## config.mk

```make
export PLATFORM = sky130hd
export DESIGN_NAME = imem_loader
export DESIGN_NICKNAME = d
export VERILOG_FILES = /design/src/rtl/imem_loader_pkg.sv /design/src/rtl/imem_byte_packer.sv /design/src/rtl/imem_loader.sv
export SDC_FILE = /design/constraint.sdc
export NUM_CORES = 1
export LEC_CHECK = 0
export CORE_UTILIZATION = 45
export DETAILED_ROUTE_END_ITERATION = 10
export GPL_ROUTABILITY_DRIVEN = 0
export PLACE_DENSITY = 0.76
export SETUP_SLACK_MARGIN = 0.15
export SYNTH_ARGS = -nofsm -noshare
export SYNTH_HDL_FRONTEND = slang
export SYNTH_SLANG_ARGS = --single-unit
```

## constraint.sdc

```tcl
create_clock -name clk -period 1.79 [get_ports clk]
set_input_delay 0.2685 -clock clk [delete_from_list [all_inputs] [get_ports clk]]
set_output_delay 0.2685 -clock clk [all_outputs]
set_load 0.02 [all_outputs]
```

## src/rtl/imem_loader_pkg.sv

```systemverilog
// Shared definitions for the instruction-memory loader, the instruction memory
// and the fetch path.
package imem_loader_pkg;

    localparam int IMEM_ADDR_W         = 8;
    localparam int IMEM_DATA_W         = 32;
    localparam int IMEM_BYTES_PER_WORD = IMEM_DATA_W / 8;

    typedef enum logic [1:0] {
        ST_IDLE  = 2'd0,
        ST_LOAD  = 2'd1,
        ST_WRITE = 2'd2,
        ST_DONE  = 2'd3
    } state_e;

endpackage

```

## src/rtl/imem_byte_packer.sv

```systemverilog
// Packs bytes MSB-first into one instruction word. It flags the byte that
// completes the word.
module imem_byte_packer
    import imem_loader_pkg::*;
#(
    parameter int DATA_W         = IMEM_DATA_W,
    parameter int BYTES_PER_WORD = IMEM_BYTES_PER_WORD
) (
    input  logic              clk,
    input  logic              rstd,
    input  logic              clr,
    input  logic              accept,
    input  logic [7:0]        in_data,
    output logic [DATA_W-1:0] word_next,
    output logic              word_full
);

    localparam int CNT_W = (BYTES_PER_WORD > 1) ? $clog2(BYTES_PER_WORD) : 1;

    logic [CNT_W-1:0]  cnt_q;
    logic [DATA_W-1:0] buf_q;
    logic              last_byte;

    // word_next is the buffer value after this byte, so the top can register it
    // on the same edge that completes the word.
    assign word_next = {buf_q[DATA_W-9:0], in_data};
    assign last_byte = (cnt_q == CNT_W'(BYTES_PER_WORD - 1));
    assign word_full = accept && last_byte;

    always_ff @(posedge clk) begin
        if (rstd || clr) begin
            cnt_q <= '0;
            buf_q <= '0;
        end else if (accept) begin
            buf_q <= word_next;
            cnt_q <= last_byte ? '0 : cnt_q + CNT_W'(1);
        end
    end

endmodule

```

## src/rtl/imem_loader.sv

```systemverilog
// Instruction-memory writer. It packs the host byte stream into words and
// writes them at consecutive addresses starting at base_addr.
module imem_loader
    import imem_loader_pkg::*;
#(
    parameter int ADDR_W         = IMEM_ADDR_W,
    parameter int DATA_W         = IMEM_DATA_W,
    parameter int BYTES_PER_WORD = IMEM_BYTES_PER_WORD
) (
    input  logic              clk,
    input  logic              rstd,
    input  logic              start,
    input  logic [ADDR_W-1:0] base_addr,
    input  logic [ADDR_W:0]   len,
    input  logic              abort,
    input  logic              in_valid,
    input  logic [7:0]        in_data,
    output logic              in_ready,
    output logic              mem_we,
    output logic [ADDR_W-1:0] mem_addr,
    output logic [DATA_W-1:0] mem_wdata,
    output logic              busy,
    output logic              done,
    output logic [ADDR_W:0]   words_written
);

    state_e            state_q, state_d;
    logic [ADDR_W-1:0] addr_q;
    logic [ADDR_W:0]   len_q;
    logic [ADDR_W:0]   ww_q;
    logic [ADDR_W:0]   ww_inc;
    logic [ADDR_W-1:0] mem_addr_q;
    logic [DATA_W-1:0] mem_wdata_q;
    logic              done_q;
    logic              start_ok;
    logic              accept;
    logic              pk_clr;
    logic              word_full;
    logic [DATA_W-1:0] word_next;

    assign in_ready = (state_q == ST_LOAD);
    assign busy     = (state_q != ST_IDLE);
    assign mem_we   = (state_q == ST_WRITE) && !abort;

    assign start_ok = (state_q == ST_IDLE) && start;
    assign accept   = in_ready && in_valid && !abort;
    assign ww_inc   = ww_q + (ADDR_W+1)'(1);
    // An abort in LOAD or WRITE throws away any partial word.
    assign pk_clr   = start_ok || (busy && abort);

    assign mem_addr      = mem_addr_q;
    assign mem_wdata     = mem_wdata_q;
    assign done          = done_q;
    assign words_written = ww_q;

    imem_byte_packer #(
        .DATA_W        (DATA_W),
        .BYTES_PER_WORD(BYTES_PER_WORD)
    ) u_packer (
        .clk      (clk),
        .rstd     (rstd),
        .clr      (pk_clr),
        .accept   (accept),
        .in_data  (in_data),
        .word_next(word_next),
        .word_full(word_full)
    );

    always_comb begin
        state_d = state_q;
        case (state_q)
            ST_IDLE:  if (start) state_d = (len == '0) ? ST_DONE : ST_LOAD;
            ST_LOAD:  begin
                if (abort)          state_d = ST_IDLE;
                else if (word_full) state_d = ST_WRITE;
            end
            ST_WRITE: begin
                if (abort)                state_d = ST_IDLE;
                else if (ww_inc == len_q) state_d = ST_DONE;
                else                      state_d = ST_LOAD;
            end
            ST_DONE:  state_d = ST_IDLE;
            default:  state_d = ST_IDLE;
        endcase
    end

    always_ff @(posedge clk) begin
        if (rstd) begin
            state_q     <= ST_IDLE;
            addr_q      <= '0;
            len_q       <= '0;
            ww_q        <= '0;
            mem_addr_q  <= '0;
            mem_wdata_q <= '0;
            done_q      <= 1'b0;
        end else begin
            state_q <= state_d;
            done_q  <= (state_d == ST_DONE);
            if (start_ok) begin
                addr_q <= base_addr;
                len_q  <= len;
                ww_q   <= '0;
            end
            if (mem_we) begin
                addr_q <= addr_q + ADDR_W'(1);
                ww_q   <= ww_inc;
            end
            // Write port registers load as the word completes, so they are
            // valid during WRITE and then hold.
            if (word_full) begin
                mem_addr_q  <= addr_q;
                mem_wdata_q <= word_next;
            end
        end
    end

endmodule

```

# == Yosys cells after proc, flatten, opt, wreduce, memory -nomap -nowiden ==
# Index checks and enable logic that the tools add are counted.
# word_totals
ff_bits,95
word_cells,43
# op_classes
eq_ne,6
reduce_logical,13
muxes,12
n_addsub,3
# op_table
op,n
$mux W9,2
$mux W8,2
$mux W2,7
$add A9 B1 Y9 const B,1
$eq A9 B9 Y1,1
$logic_not A9 Y1,1
$add A8 B1 Y8 const B,1
$eq A2 B2 Y1 const B,4
$pmux W2 S4,1
$logic_and A1 B1 Y1,6
$reduce_bool A2 Y1,2
$add A2 B1 Y2 const B,1
$eq A2 B1 Y1 const B,1
$logic_not A2 Y1,1
$logic_or A1 B1 Y1,2
$logic_not A1 Y1,1

# == Logic depth before layout (Yosys ltp) ==
# Gate-level depths: netlist (run 1).
# depth
depth_word,8
depth_mapped,8

# == Modules after synthesis ==
# From an unflattened synthesis (run 1), not the netlist that was laid out.
# unflattened
cells_unflattened,432
hier_area_um2,3997.6
# by_module_without_submodules
module,seq_area_each_um2,instances,cells_per_inst,area_per_inst_um2
imem_loader,1381.3,1,336,2986.6
imem_byte_packer,520.5,1,96,1011.0

# == Least setup slack after synthesis (run 1) ==
# Ideal clock, no wire load.
# synth_timing
path_kind,register -> register
start,"reg ww_q[0], in the netlist words_written[0]"
end,"reg done_q, in the netlist done"
synth_period_minus_slack_ps,1934
required_ps,1717
n_path_buf,1
setup_slack_ps,-144
stages_incl_launch_ff,8
t_arrival_ps,1861
setup_ps,73
cell_sequence,dfxtp_1 > ha_1 > clkbuf_1 > nand2_1 > o32a_1 > o22ai_1 > a41oi_1 > nor3b_2
# synth_between
elab_chain_cells,6
# synth_rtl
element,line_no,rtl
from (decl),imem_loader.sv:30,logic [ADDR_W:0] ww_q;
from (signal assigned),imem_loader.sv:106,ww_q <= ww_inc;
$add A9 B1 Y9,imem_loader.sv:47,assign ww_inc = ww_q + (ADDR_W+1)'(1);
$eq A9 B9 Y1,imem_loader.sv:79,else if (ww_inc == len_q) state_d = ST_DONE;
$mux W2,imem_loader.sv:79,
$mux W2,imem_loader.sv:78,if (abort) state_d = ST_IDLE;
$pmux W2 S4,imem_loader.sv:71,case (state_q)
$eq A2 B2 Y1,imem_loader.sv:98,done_q <= (state_d == ST_DONE);
to (signal assigned),imem_loader.sv:98,
to (decl),imem_loader.sv:34,logic done_q;
# Every way passes these cells.
# A chain may end at the register's enable or synchronous reset.

# == Worst setup path in the final report (run 1) ==
# layout_timing
start,reg state_q[1]
end,reg state_q[1]
# layout_between
elab_chain_cells,7
# layout_rtl
element,line_no,rtl
from (decl),imem_loader.sv:27,"state_e state_q, state_d;"
from (signal assigned),imem_loader.sv:97,state_q <= state_d;
$eq A2 B1 Y1,"imem_loader.sv:41, imem_loader.sv:71",
$logic_and A1 B1 Y1 (2 in series),imem_loader.sv:46,assign accept = in_ready && in_valid && !abort;
$logic_and A1 B1 Y1,imem_byte_packer.sv:28,assign word_full = accept && last_byte;
$mux W2,imem_loader.sv:75,else if (word_full) state_d = ST_WRITE;
$mux W2,imem_loader.sv:74,if (abort) state_d = ST_IDLE;
$pmux W2 S4 *,imem_loader.sv:71,
# Mark *: on every way between the ends. The rest lies on a longest branch, timed or not.

==> metrics.txt, run 1 <==
outcome complete, but fails checks; Area Overhead vs Synth 43.8%; Fin Hold WS 223 ps; CTS tree yes; post-synth top area share 0.501; Rel. slew slack 0.721; Worst-path clk slew 90 ps; antenna cells 0; most common cell after layout, fill and taps aside nand2_1; Detailed Routing Iterations Pass 1 5; final worst path period share 1.05; die width 93.9 µm; Rows 33; Total Neg Setup Slack -165 ps; worst reg-to-reg setup slack -80 ps; crit-path max FO 3; fin nets 629; Worst Path Required 2060 ps; CP peak stage delay 430 ps; Starting Density 0.465; Critical Path AT 2150 ps; prevailing post-synth register cell dfxtp_1; HP Class primary input to register; Yosys reg bits 95; Final ANT Viol Nets 0; Slowest-stage cell, CP or4_4; final setup violating endpoints 2; failing checks negative setup slack; Leak 2.07 nW; remaining global-route overflow 0; CP endpoint kind register; port bufs 82; crit path launch type register; count of cell types in the netlist 39; Synth area leaders dfxtp_1 50%, nand2_1 16%, a21oi_1 12%, nor2_1 2.6%, clkbuf_1 2.3%; FILL cells 660; CTS Buf Count 9; post-DP HPWL 6960 µm; FFs w/ async S/R, synth 0; DR vias 3824; share of cells above drive strength 1 0.161; Worst Path Buf+Inv 1; I/O Pins 83; Slew Viols, Final 0; number of global-route vias before repair 3448; Sink Count 95; PD cells 749 nW/µm²; Max Root-Sink Buffers 2; root buf cell clkbuf_8; drt drc 0; number of flops mapped to enable cells by yosys 0; largest net degree at the start of global routing 30; Starting DRT DRC Count 187; CP cell instances nor2_4 -> nand2_2 -> or4_4 -> o41ai_4 -> buf_4 -> a311oi_4 -> nor3_2; initial antenna violation count 0; CP Class register to register; DR vias/cell 5.42; Global Route Usage Sum 0.235; unrepaired setup endpoints after global routing true; Netlist Area Pre-Place 3800 µm²; Clk Latency, worst-skew pair 360 ps; global-route wire length before repair 16300 µm; post-place setup slack -297 ps; final hold viol count 0; fmax 0.533 GHz; DRT Wirelength 10600 µm; yosys warns 0; final setup margin -84.5 ps; Die Y-Extent 93.9 µm; Mean Syn Cell Area 7.74 µm²; cells after synthesis 491; CP top delay family simple AND/OR/NAND/NOR gates; worst vdd ir 363 µV; Synth Net Count 524; hold_buf cts 0; Max-Cap Viols 0; die area 8810 µm²; Pwr Total 0.00409 W; actual slew at the worst max-slew pin 418 ps; core area 8180 µm²; commonest non-fill, non-tap cells in the layout 163 x nand2_1, 90 x dfxtp_1, 86 x a21oi_1; Yosys top cell by area dfxtp_1; Clock Skew 11.3 ps; min cycle time layout 1870 ps; sequential area share after synthesis 0.501; wire per inst 15.0 µm; CTS HTree Levels 3
cells by family after synthesis:
logic type                 Yosys count  synth area share
DFF                                 95             0.501
and+or+nand+nor                    224             0.245
xor gates and xnor gates            12            0.0277
adders and majority gates            3           0.00988
AOI/OAI and AO/OA                  120             0.177
buffers and inverters               37            0.0395
layer usage:
| layer | track usage | part of all wire | vias up |
|---|---|---|---|
| met5 | 0 | 0 | - |
| met4 | 0.0821 | 0.019 | 0 |
| met3 | 0.0494 | 0.056 | 17 |
| met2 | 0.381 | 0.47 | 119 |
| met1 | 0.309 | 0.45 | 1830 |
| li1 | - | - | 1858 |
sequential cells by signal, indices dropped and copies added (netlist names):
signal,count
u_packer.cnt_q,2
done,1
words_written,9
len_q,9
mem_addr,8
state_q,2
mem_wdata,32
addr_q,8
u_packer.buf_q,24
worst paths after layout:
check,startpoint,end,depth (start not counted)
max,state_q[1],state_q[1],7
min,rstd,addr_q[5],2
max reg2reg,state_q[1],state_q[1],7
min reg2reg,mem_wdata[13],mem_wdata[13],2
stage by stage:
stage | utilization | cells | cell area [µm²]
2_1_floorplan | - | 491 | 3850
3_3_place_gp | 0.603 | 679 | 4930
3_5_place_dp | 0.603 | 679 | 4930
4_1_cts | 0.638 | 699 | 5220
5_1_grt | 0.668 | 706 | 5460
6_report | 0.668 | 706 | 5460
cell type report:
| class | count | area [µm²] | area share |
|---|---|---|---|
| inverter | 5 | 18.8 | 0.00343 |
| tap | 105 | 131 | 0.0240 |
| multi-input combinational | 359 | 1920 | 0.352 |
| clock inverter | 6 | 93.8 | 0.0172 |
| sequential | 95 | 1920 | 0.351 |
| clock buffer | 10 | 138 | 0.0252 |
| timing repair buffer | 126 | 1240 | 0.227 |
worst register-to-register path, cell delays in order, from the launching register on:
cell and delay [ps]:
dfxtp_4 370, nor2_4 130, nand2_2 80, or4_4 430, o41ai_4 340, buf_4 190
a311oi_4 40, nor3_2 210
power breakdown:
part	switching, W	internal [W]	leakage (nW)
clock	0.000759	0.000832	0.113
combinational	0.000173	0.000164	1.18
sequential	0.0000307	0.00214	0.772
total	0.000963	0.00313	2.07
cell usage after synthesis (all sizes together), types with 3 or more instances:
cell type	number
a221oi	3
xnor2	7
a21oi	88
o21ai	11
and3	5
nor2	26
dfxtp	95
nor3b	4
nand2	166
nor3	6
xor2	5
ha	3
inv	4
nand3	5
buf	9
clkbuf	23
repair_timing:
item                                    CTS  global route
pin swaps                                 6            11
gates resized for setup                  26            48
setup buffers                             4             6
hold endpoints to repair                  0             0
endpoints found under the setup margin   32            59
cloned                                    0             1
No activity file was read; power rests on OpenSTA's default activity.
==> run 2, diff against run 1 <==
- PLACE_DENSITY: 0.76 -> unset
- PLACE_DENSITY_LB_ADDON: unset -> 0.05
- SETUP_SLACK_MARGIN: 0.15 -> unset
- SLEW_MARGIN: unset -> 20
==> metrics.txt, run 2 (same netlist as run 1, synthesis figures left out) <==
Slew Viols, Final 0 (unchanged); outcome finished, final reports clean; Rel. slew slack 0.722 (+0.00168); Leak 1.86 nW (-10%); Max-Cap Viols 0 (unchanged); CP peak stage delay 450 ps (+20 ps); number of global-route vias before repair 3137 (-9.0%); remaining global-route overflow 0 (unchanged); final worst path period share 0.985 (-0.0626); Area Overhead vs Synth 36.7%; Critical Path AT 2030 ps (-120 ps); final setup margin 27.5 ps (+112 ps); Clock Skew 11.4 ps (+0.0768 ps); Total Neg Setup Slack 0 ps (+165 ps); Detailed Routing Iterations Pass 1 4 (-1); postcts setup bufs 0 (-4); DRT Wirelength 9300 µm (-12%); worst reg-to-reg setup slack 40 ps (+120 ps); CP cell instances clkdlybuf4s50_1 -> or3b_4 -> buf_4 -> nor2_2 -> nand4_1 -> o31a_1 -> a21oi_1; post-place setup slack -396 ps (-99.3 ps); worst vdd ir 408 µV (+12%); Starting DRT DRC Count 140 (-25%); CTS HTree Levels 3 (unchanged); Max Root-Sink Buffers 2 (unchanged); Die Y-Extent 93.9 µm (unchanged); antenna cells 0 (unchanged); I/O Pins 83 (unchanged); initial antenna violation count 0 (unchanged); core area 8180 µm² (unchanged); hold_buf cts 0 (unchanged); die width 93.9 µm (unchanged); crit path launch type primary input; final hold viol count 0 (unchanged); DR vias/cell 5.15 (-4.9%); Sink Count 95 (unchanged); Slowest-stage cell, CP clkdlybuf4s50_1; Clk Latency, worst-skew pair 350 ps (about the same); HP Class primary input to register; fmax 0.567 GHz (+6.4%); CP top delay family simple AND/OR/NAND/NOR gates; CTS tree yes; commonest non-fill, non-tap cells in the layout 164 x nand2_1, 90 x dfxtp_1, 88 x a21oi_1; port bufs 82 (unchanged); DR vias 3563 (-6.8%); crit-path max FO 6 (+3); Pwr Total 0.00385 W (-5.8%); share of cells above drive strength 1 0.119 (-0.0421); PD cells 742 nW/µm² (-0.89%); Largest register FFs 32 (unchanged); most common cell after layout, fill and taps aside nand2_1; min cycle time layout 1760 ps (-112 ps); CP Class primary input to register; Global Route Usage Sum 0.213 (-0.0219); largest net degree at the start of global routing 33 (+10%); unrepaired setup endpoints after global routing true; global-route wire length before repair 14700 µm (-9.5%); CP endpoint kind register; Worst Path Buf+Inv 2 (+1); final setup violating endpoints 0 (-2); Final ANT Viol Nets 0 (unchanged); fin nets 616 (-2.1%); root buf cell clkbuf_8; Starting Density 0.465 (unchanged); CTS Buf Count 9 (unchanged); die area 8810 µm² (unchanged); Worst Path Required 2060 ps (about the same); post-DP HPWL 6450 µm (-7.3%); drt drc 0 (unchanged); wire per inst 13.4 µm (-10%); Rows 33 (unchanged); actual slew at the worst max-slew pin 416 ps (-1.72 ps); Worst-path clk slew 100 ps (about the same)
[run 2: changes by cell type in the layout (fill, tap and decap cells not counted), sizes merged, moves of 2 or more]
cell | before | now
clkbuf | 12 | 10
clkdlybuf4s50 | 66 | 76
buf | 45 | 31
dlygate4sd2 | 7 | 2
dlymetal6s2s | 5 | 2
[run 2: final timing paths]
path	depth (start not counted)	start	to
setup / recovery	7	abort	addr_q[7]
hold reg to reg	2	mem_addr[5]	mem_addr[5]
hold / removal	2	rstd	words_written[0]
setup reg to reg	6	state_q[0]	addr_q[7]
[run 2: repair_timing]
item / CTS / global route
setup endpoints to repair: 5 / 43
cloned: 0 / 1
resized for setup: 8 / 19
endpoints found under the hold margin: 0 / 0
pin swaps: 2 / 3
[run 2: report_power, final]
part / leakage (nW) / switching (W) / internal, W
Sequential: 0.771 / 0.0000271 / 0.00214
Combinational: 0.996 / 0.000153 / 0.000144
Clock: 0.0921 / 0.000743 / 0.000646
[run 2: metal layers]
| metal | track usage | share of wire | vias to the layer above |
|---|---|---|---|
| li1 | - | - | 1831 |
| met1 | 0.298 | 0.48 | 1628 |
| met2 | 0.330 | 0.46 | 97 |
| met3 | 0.0396 | 0.055 | 7 |
| met4 | 0.0705 | 0.0070 | 0 |
| met5 | 0 | 0 | - |
[run 2: per-stage QoR]
stage	instance area (µm²)	util	cells	hold WS, ps
floorplan	3800	-	491	404
global placement	4890	0.598	676	443
detailed placement	4890	0.598	676	448
CTS	5090	0.622	691	306
global route	5190	0.635	692	334
finish	5190	0.635	692	327
[run 2: area by class of cell]
cell class	count	area, µm²
fillers	749	2980
clock inverters	6	67.6
inverters	5	18.8
flip-flops and latches	95	1910
clock buffers	9	124
multi-input cells	359	1830
repair buffers	113	1110
well taps	105	131
